[src/rtl/mux_rr_nin_nbit.sv]
// Registered M-input N-bit mux: fixed select via s, or round-robin across valid channels.
// Latency: one cycle from a transfer (v[k] && rdy[k]) to zv.
// Backpressure: rdy is withheld while the output register is full and zr is low.
module mux_rr_nin_nbit #(
    parameter int N  = 2,
    parameter int M  = 4,
    parameter int SW = $clog2(M)
) (
    input  logic              clk,
    input  logic              rst_n,
    input  logic [M*N-1:0]    x,
    input  logic [M-1:0]      v,
    output logic [M-1:0]      rdy,
    input  logic              mode,
    input  logic [SW-1:0]     s,
    output logic [N-1:0]      z,
    output logic [SW-1:0]     zch,
    output logic              zv,
    input  logic              zr
);

    logic [N-1:0]  z_q,   z_d;
    logic [SW-1:0] zch_q, zch_d;
    logic          zv_q,  zv_d;
    logic [SW-1:0] ptr_q, ptr_d;

    logic          ld;
    logic          grant;
    logic [SW-1:0] gidx;
    logic [N-1:0]  gdat;
    logic [SW:0]   sum;
    logic [SW-1:0] cidx;

    assign ld = !zv_q || zr;

    // One extra bit in sum keeps ptr+i from wrapping before the mod-M correction.
    always_comb begin
        grant = 1'b0;
        gidx  = '0;
        sum   = '0;
        cidx  = '0;
        if (mode) begin
            for (int i = 0; i < M; i++) begin
                sum = {1'b0, ptr_q} + (SW+1)'(i);
                if (sum >= (SW+1)'(M)) begin
                    sum = sum - (SW+1)'(M);
                end
                cidx = sum[SW-1:0];
                if (!grant && v[cidx]) begin
                    grant = 1'b1;
                    gidx  = cidx;
                end
            end
        end else if (int'(s) < M) begin
            if (v[s]) begin
                grant = 1'b1;
                gidx  = s;
            end
        end
    end

    always_comb begin
        gdat = '0;
        rdy  = '0;
        for (int k = 0; k < M; k++) begin
            if (gidx == SW'(k)) begin
                gdat   = x[k*N +: N];
                rdy[k] = rst_n && ld && grant;
            end
        end
    end

    always_comb begin
        z_d   = z_q;
        zch_d = zch_q;
        zv_d  = zv_q;
        ptr_d = ptr_q;
        if (ld) begin
            if (grant) begin
                z_d   = gdat;
                zch_d = gidx;
                zv_d  = 1'b1;
                if (mode) begin
                    ptr_d = (int'(gidx) == M-1) ? '0 : gidx + SW'(1);
                end
            end else begin
                zv_d = 1'b0;
            end
        end
    end

    always_ff @(posedge clk or negedge rst_n) begin
        if (!rst_n) begin
            z_q   <= '0;
            zch_q <= '0;
            zv_q  <= 1'b0;
            ptr_q <= '0;
        end else begin
            z_q   <= z_d;
            zch_q <= zch_d;
            zv_q  <= zv_d;
            ptr_q <= ptr_d;
        end
    end

    assign z   = z_q;
    assign zch = zch_q;
    assign zv  = zv_q;

endmodule

[config.mk]
export PLATFORM = sky130hd
export DESIGN_NAME = mux_rr_nin_nbit
export DESIGN_NICKNAME = d
export VERILOG_FILES = /design/src/rtl/mux_rr_nin_nbit.sv
export SDC_FILE = /design/constraint.sdc
export NUM_CORES = 1
export LEC_CHECK = 0
export BUFFER_PORTS_ARGS = -buffer_cell sky130_fd_sc_hd__buf_4
export CAP_MARGIN = 15
export CORE_MARGIN = 1
export CORE_UTILIZATION = 46
export DETAILED_ROUTE_END_ITERATION = 10
export PLACE_DENSITY = 0.82
export SYNTH_ARGS = -nofsm -noshare
export SYNTH_HDL_FRONTEND = slang
export SYNTH_SLANG_ARGS = --single-unit
[constraint.sdc]
create_clock -name clk -period 2.45 [get_ports clk]
set_clock_uncertainty 0.05 [all_clocks]
set_input_delay 0.1225 -clock clk [delete_from_list [all_inputs] [get_ports clk]]
set_output_delay 0.1225 -clock clk [all_outputs]
set_load 0.005 [all_outputs]
==> results of run 1 <==
==> power by group through the flow <==
stage	clock network (uW)	logic, uW	registers, uW
after floorplan	0	152	178
after global placement	0	254	178
after detailed placement	0	259	182
after CTS	111	263	180
after global routing	118	287	184
final	108	263	179
==> logic make-up (layout without fill, tap and decap cells) <==
logic type	Yosys count	after routing	synth area share, %
compound gates	20	20	28.0
simple gates	20	20	19.0
mux	8	8	14.9
flops	7	7	27.4
buf+inv	5	37	2.94
fa+ha+maj	4	4	7.83
==> layout make-up <==
cell class                      count  area, um^2
Tap cell                           15        18.8
Multi-Input combinational cell     52         445
Inverter                            5        18.8
Sequential cell                     7         175
Timing Repair Buffer               28         213
Fill cell                          96         404
Clock buffer                        4        26.3
==> worst reg2reg max path, stage by stage, from the launching register on <==
cell     delay, ns
dfrtp_1       0.42
a21oi_1       0.09
o21a_1        0.18
o221a_2       0.29
or2_2         0.29
ha_1          0.24
a21oi_1       0.12
o21ai_0       0.10
a22o_1        0.18
mux2_4        0.25
==> cells in the final DEF, fill, tap and decap left out <==
master / netlist / routed
buf_4: 0 / 27
a21oi_1: 7 / 7
dfrtp_1: 7 / 7
inv_1: 5 / 5
mux2i_1: 5 / 5
nand2_1: 4 / 4
and3_2: 4 / 4
ha_1: 4 / 4
nand2b_1: 3 / 3
nor2_1: 3 / 3
or2_2: 3 / 3
o21ai_0: 3 / 3
mux2_4: 3 / 3
clkbuf_4: 0 / 3
a22o_1: 2 / 2
o41ai_4: 1 / 1
a32o_1: 1 / 1
o32ai_2: 1 / 1
o21a_1: 1 / 1
o221a_2: 1 / 1
o221a_4: 1 / 1
and2b_2: 1 / 1
nor2_4: 1 / 1
a21o_2: 1 / 1
o22a_2: 1 / 1
or2b_1: 1 / 1
clkbuf_1: 0 / 1
dlygate4sd3_1: 0 / 1
==> per-layer routing <==
metal	global-route usage [%]	wire, um	vias to the layer above
met1	22.1	656	277
met5	0	0	-
met4	5.17	0	0
met2	40.4	768	21
met3	8.52	91	0
li1	-	-	303
==> state kept, by name, indices dropped and copies added, names as in the netlist <==
signal / flops
zv: 1
z: 2
ptr_q: 2
zch: 2
==> how the worst max path moves through the flow <==
| stage | startpoint | slack (ns) | end | cells after the start |
|---|---|---|---|---|
| after floorplan | ptr_q[1] | 0.29 | z[1] | 9 |
| after global placement | ptr_q[1] | 0.21 | z[1] | 9 |
| after detailed placement | ptr_q[1] | 0.12 | z[1] | 9 |
| after CTS | ptr_q[1] | 0.13 | z[1] | 9 |
| after global routing | ptr_q[1] | 0.02 | z[0] | 9 |
| final | ptr_q[1] | 0.13 | z[1] | 9 |
==> per-stage QoR <==
stage	total power [uW]	worst slack, ns
after floorplan	330	0.286
after global placement	432	0.211
after detailed placement	442	0.124
after CTS	554	0.127
after global routing	590	0.0158
final	549	0.125
==> what timing repair did <==
item                       4_1_cts  5_1_grt
setup endpoints to repair        0        0
hold buffers                     1        0
hold endpoints to repair         7        0
==> flow_summary.json, run 1 <==
{
  "crit_arrival_ns": 2.42,
  "startpoint_type": "flop",
  "syn_area_per_cell_um2": 9.99,
  "sw_frac_of_total_pct": 33.2,
  "io_pins": 27,
  "cts.sinks": 7,
  "min_period_ns": 2.32,
  "fp.dieH_um": 39.3,
  "critPathKind": "reg -> reg",
  "p_int_uw": 367,
  "cts.clk_slew.worst_paths_ns": 0.05,
  "powerDensity_mw_per_mm2": 612,
  "layoutNonFillerInstCount": 111,
  "grt_pass1_wl_um": 2190,
  "ant_nets": 0,
  "area_growth_pct": 40.3,
  "worstPathBufferInverterCount": 0,
  "grtUsageTotal_pct": 21.6,
  "netlist_instances": 64,
  "antenna_found_initial": 0,
  "worstHoldStart": "x[6]",
  "r2r_start": "ptr_q[1]",
  "dp_hpwl_um": 1220,
  "seq_power_share_pct": 32.5,
  "postLayoutCoreUtil_pct": 68.9,
  "via_count": 601,
  "grt_pass1_vias": 540,
  "timing.rr.end": "z[1]",
  "final_cell_area_um2": 897,
  "synthArstFlopShare_pct": 100,
  "nNetsFinal": 119,
  "drive_gt1_share_pct": 50.0,
  "route.detailed.wl_per_inst_um": 13.7,
  "cts_tree": "built",
  "numCtsBuffers": 3,
  "r2r_slack_ns": 0.13,
  "drt_iter0_markers": 5,
  "synthTopCellsByCount": "a21oi_1 (7), dfrtp_1 (7), inv_1 (5), mux2i_1 (5)",
  "status": "complete, no violations",
  "ys_ff_latch": 7,
  "ys.warnings.count": 0,
  "syn_nets": 86,
  "hold_ws_ns": 0.171,
  "crit_fanout": 5,
  "totalWireLength_um": 1520,
  "hold_path_depth": 3,
  "whs_endpoint": "z[0]",
  "clockBufferDepth": 2,
  "synthFlopType": "dfrtp_1",
  "grt_setup_unrepaired": "no",
  "fin_crit_sh_pct": 94.9,
  "slew_viol_final": 0,
  "core_mm2": 0.00130,
  "reg2reg_depth": 9,
  "crit_chain": "a21oi_1 -> o21a_1 -> o221a_2 -> or2_2 -> ha_1 -> a21oi_1 -> o21ai_0 -> a22o_1 -> mux2_4",
  "grt_overflow": 0,
  "diodes": 0,
  "postCtsSetupBuffers": 0,
  "vias_per_cell": 5.41,
  "ir_drop_uv": 331,
  "dieArea_mm2": 0.00154,
  "synth-edff-count": 0,
  "slew_headroom_pct": 73.3,
  "max_freq_mhz": 430,
  "placed_cells_incl_taps": 106,
  "drc": 0,
  "die_x_um": 39.3,
  "synth_area_leaders": "dfrtp_1 (27%), ha_1 (7.8%), mux2i_1 (7.8%), mux2_4 (7.0%), a21oi_1 (5.5%)",
  "port_buffers": 26,
  "tightest_slew_ns": 0.400,
  "synth_top_area_cell": "dfrtp_1",
  "hold_viol": 0,
  "min_path_type": "in -> reg",
  "dr.pass1.iters": 2,
  "crit_family": "compound AO/OA/AOI/OAI gates",
  "synth_area_um2": 639,
  "gp_congestion": 0.780,
  "synth.top_cell.area_share_pct": 27.4,
  "combPwrFrac_pct": 47.9,
  "crit_path_frequent_cell": "a21oi_1",
  "worstPathRequired_ns": 2.54,
  "cpPeakStageDelay_ns": 0.42,
  "grt_max_degree": 12,
  "p_sw_uw": 182,
  "ys_seq_area_share_pct": 27.4,
  "htreeDepth": 1,
  "end_kind": "flop",
  "tns_ns": 0,
  "root_buffer": "clkbuf_4",
  "critPathSlowestCell": "dfrtp_1",
  "placed_cell_area_um2": 861,
  "cts_resized": 0,
  "rows": 13,
  "finalSetupViolCount": 0,
  "start_util_pct": 49.1,
  "clkLatencyLatePin_ns": 0.26,
  "p_leak_uw": 0.000459,
  "maxCapViolCount": 0,
  "power.share.clock_pct": 19.6,
  "ys_types": 24
}
(Power assumes the default switching activity.)
==> run 2: changes to the inputs <==
Settings changed: CELL_PAD_IN_SITES_DETAIL_PLACEMENT set to 0, CELL_PAD_IN_SITES_GLOBAL_PLACEMENT set to 1, CORE_UTILIZATION 46 to 33, PLACE_DENSITY 0.82 to 0.81.
==> flow_summary.json, run 2 (synthesis results as in run 1) <==
{
  "route.detailed.wl_per_inst_um": 11.6,
  "min_path_type": "in -> async",
  "slew_viol_final": 0,
  "grt_overflow": 0,
  "r2r_slack_ns": 0.14,
  "htreeDepth": 1,
  "pre_cts_ws_ns": 0.168,
  "grt_setup_unrepaired": "no",
  "startpoint_type": "flop",
  "critPathKind": "reg -> reg",
  "grt_pass1_wl_um": 2190,
  "grtUsageTotal_pct": 14.3,
  "timing.rr.end": "z[1]",
  "final_cell_mix": "buf_4 (27), a21oi_1 (7), dfrtp_1 (7), inv_1 (5), mux2i_1 (5)",
  "numCtsBuffers": 3,
  "worstSetupStartpoint": "ptr_q[1]",
  "vias_per_cell": 4.79,
  "crit_arrival_ns": 2.38,
  "tns_ns": 0,
  "worst_slack_ns": 0.144,
  "grt_pass1_vias": 545,
  "gp_congestion": 0.755,
  "dieArea_mm2": 0.00212,
  "end_kind": "flop",
  "diodes": 0,
  "final_common_cell": "buf_4",
  "cts_tree": "built",
  "fin_crit_sh_pct": 94.1,
  "slew_headroom_pct": 74.7,
  "ant_nets": 0,
  "die_x_um": 46.0,
  "port_buffers": 26,
  "worstPathRequired_ns": 2.53,
  "dr.pass1.iters": 2,
  "status": "complete, no violations",
  "drive_gt1_share_pct": 50.0,
  "tightest_slew_ns": 0.378,
  "maxCapViolCount": 0,
  "io_pins": 27,
  "cts.sinks": 7,
  "crit_fanout": 5,
  "clockBufferDepth": 2,
  "finalSetupViolCount": 0,
  "multi_input_area_um2": 445,
  "powerDensity_mw_per_mm2": 590,
  "dp_hpwl_um": 1190,
  "cts_resized": 0,
  "ctsHoldBuffers": 1,
  "hold_viol": 0,
  "reg2reg_depth": 9,
  "drt_iter0_markers": 2,
  "rows": 15,
  "root_buffer": "clkbuf_4",
  "clkLatencyLatePin_ns": 0.24,
  "grt_max_degree": 12,
  "drc": 0,
  "max_freq_mhz": 434,
  "crit_end": "z[1]",
  "antenna_found_initial": 0,
  "via_count": 579,
  "min_period_ns": 2.31,
  "totalWireLength_um": 1410,
  "ir_drop_uv": 226,
  "seq_area_um2": 175,
  "nFillCells": 176,
  "fp.dieH_um": 46.0,
  "start_util_pct": 36.2,
  "area_growth_pct": 42.3,
  "cts.clk_slew.worst_paths_ns": 0.05,
  "p_leak_uw": 0.000459,
  "nNetsFinal": 119,
  "postCtsSetupBuffers": 0,
  "core_mm2": 0.00176,
  "r2r_start": "ptr_q[1]"
}
-- run 2: area by class of cell --
| class | instances | share of cell area [%] |
|---|---|---|
| inverters | 5 | 2.06 |
| multi-input cells | 52 | 49.0 |
| flip-flops and latches | 7 | 19.3 |
| repair buffers | 28 | 23.4 |
| clock buffers | 4 | 2.89 |
| well taps | 25 | 3.44 |
-- run 2: per-layer routing --
layer / up-vias / GRT usage [%] / wire [um] / part of all wire (%)
li1: 300 / - / - / -
met2: 24 / 25.9 / 725 / 51
met4: 0 / 3.53 / 0 / 0
met3: 0 / 2.38 / 90 / 6.4
met5: - / 0 / 0 / 0
met1: 255 / 17.1 / 593 / 42
-- run 2: how the worst min path moves through the flow --
stage / from / to / cells after the start
after floorplan: rst_n / ptr_q[0] / 0
after global placement: rst_n / z[0] / 1
after detailed placement: rst_n / z[0] / 1
after CTS: rst_n / z[0] / 2
after global routing: x[6] / z[0] / 3
final: rst_n / ptr_q[0] / 2
-- run 2: metrics by stage --
step / std cells / util [%] / hold WS [ns] / total power, uW / instance area [um^2]
2_1_floorplan: 64 / - / -0.223 / 330 / 639
3_3_place_gp: 116 / 49.5 / -0.0931 / 437 / 873
3_5_place_dp: 116 / 49.5 / -0.0947 / 438 / 873
4_1_cts: 121 / 51.6 / 0.182 / 546 / 910
5_1_grt: 121 / 51.6 / 0.192 / 585 / 910
6_report: 121 / 51.6 / 0.193 / 536 / 910
-- run 2: worst max-delay path, cell delays in order, from the launching register on --
cell and delay (ns):
dfrtp_1 0.43, a21oi_1 0.09, o21a_1 0.16, o221a_2 0.28, or2_2 0.29, ha_1 0.23
a21oi_1 0.11, o21ai_0 0.10, a22o_1 0.19, mux2_4 0.25
-- run 2: where the power goes --
group | leakage, uW | switching (uW) | internal [uW]
clock | 0.0000150 | 40.2 | 62.0
combinational | 0.000362 | 104 | 152
sequential | 0.0000823 | 26.1 | 152
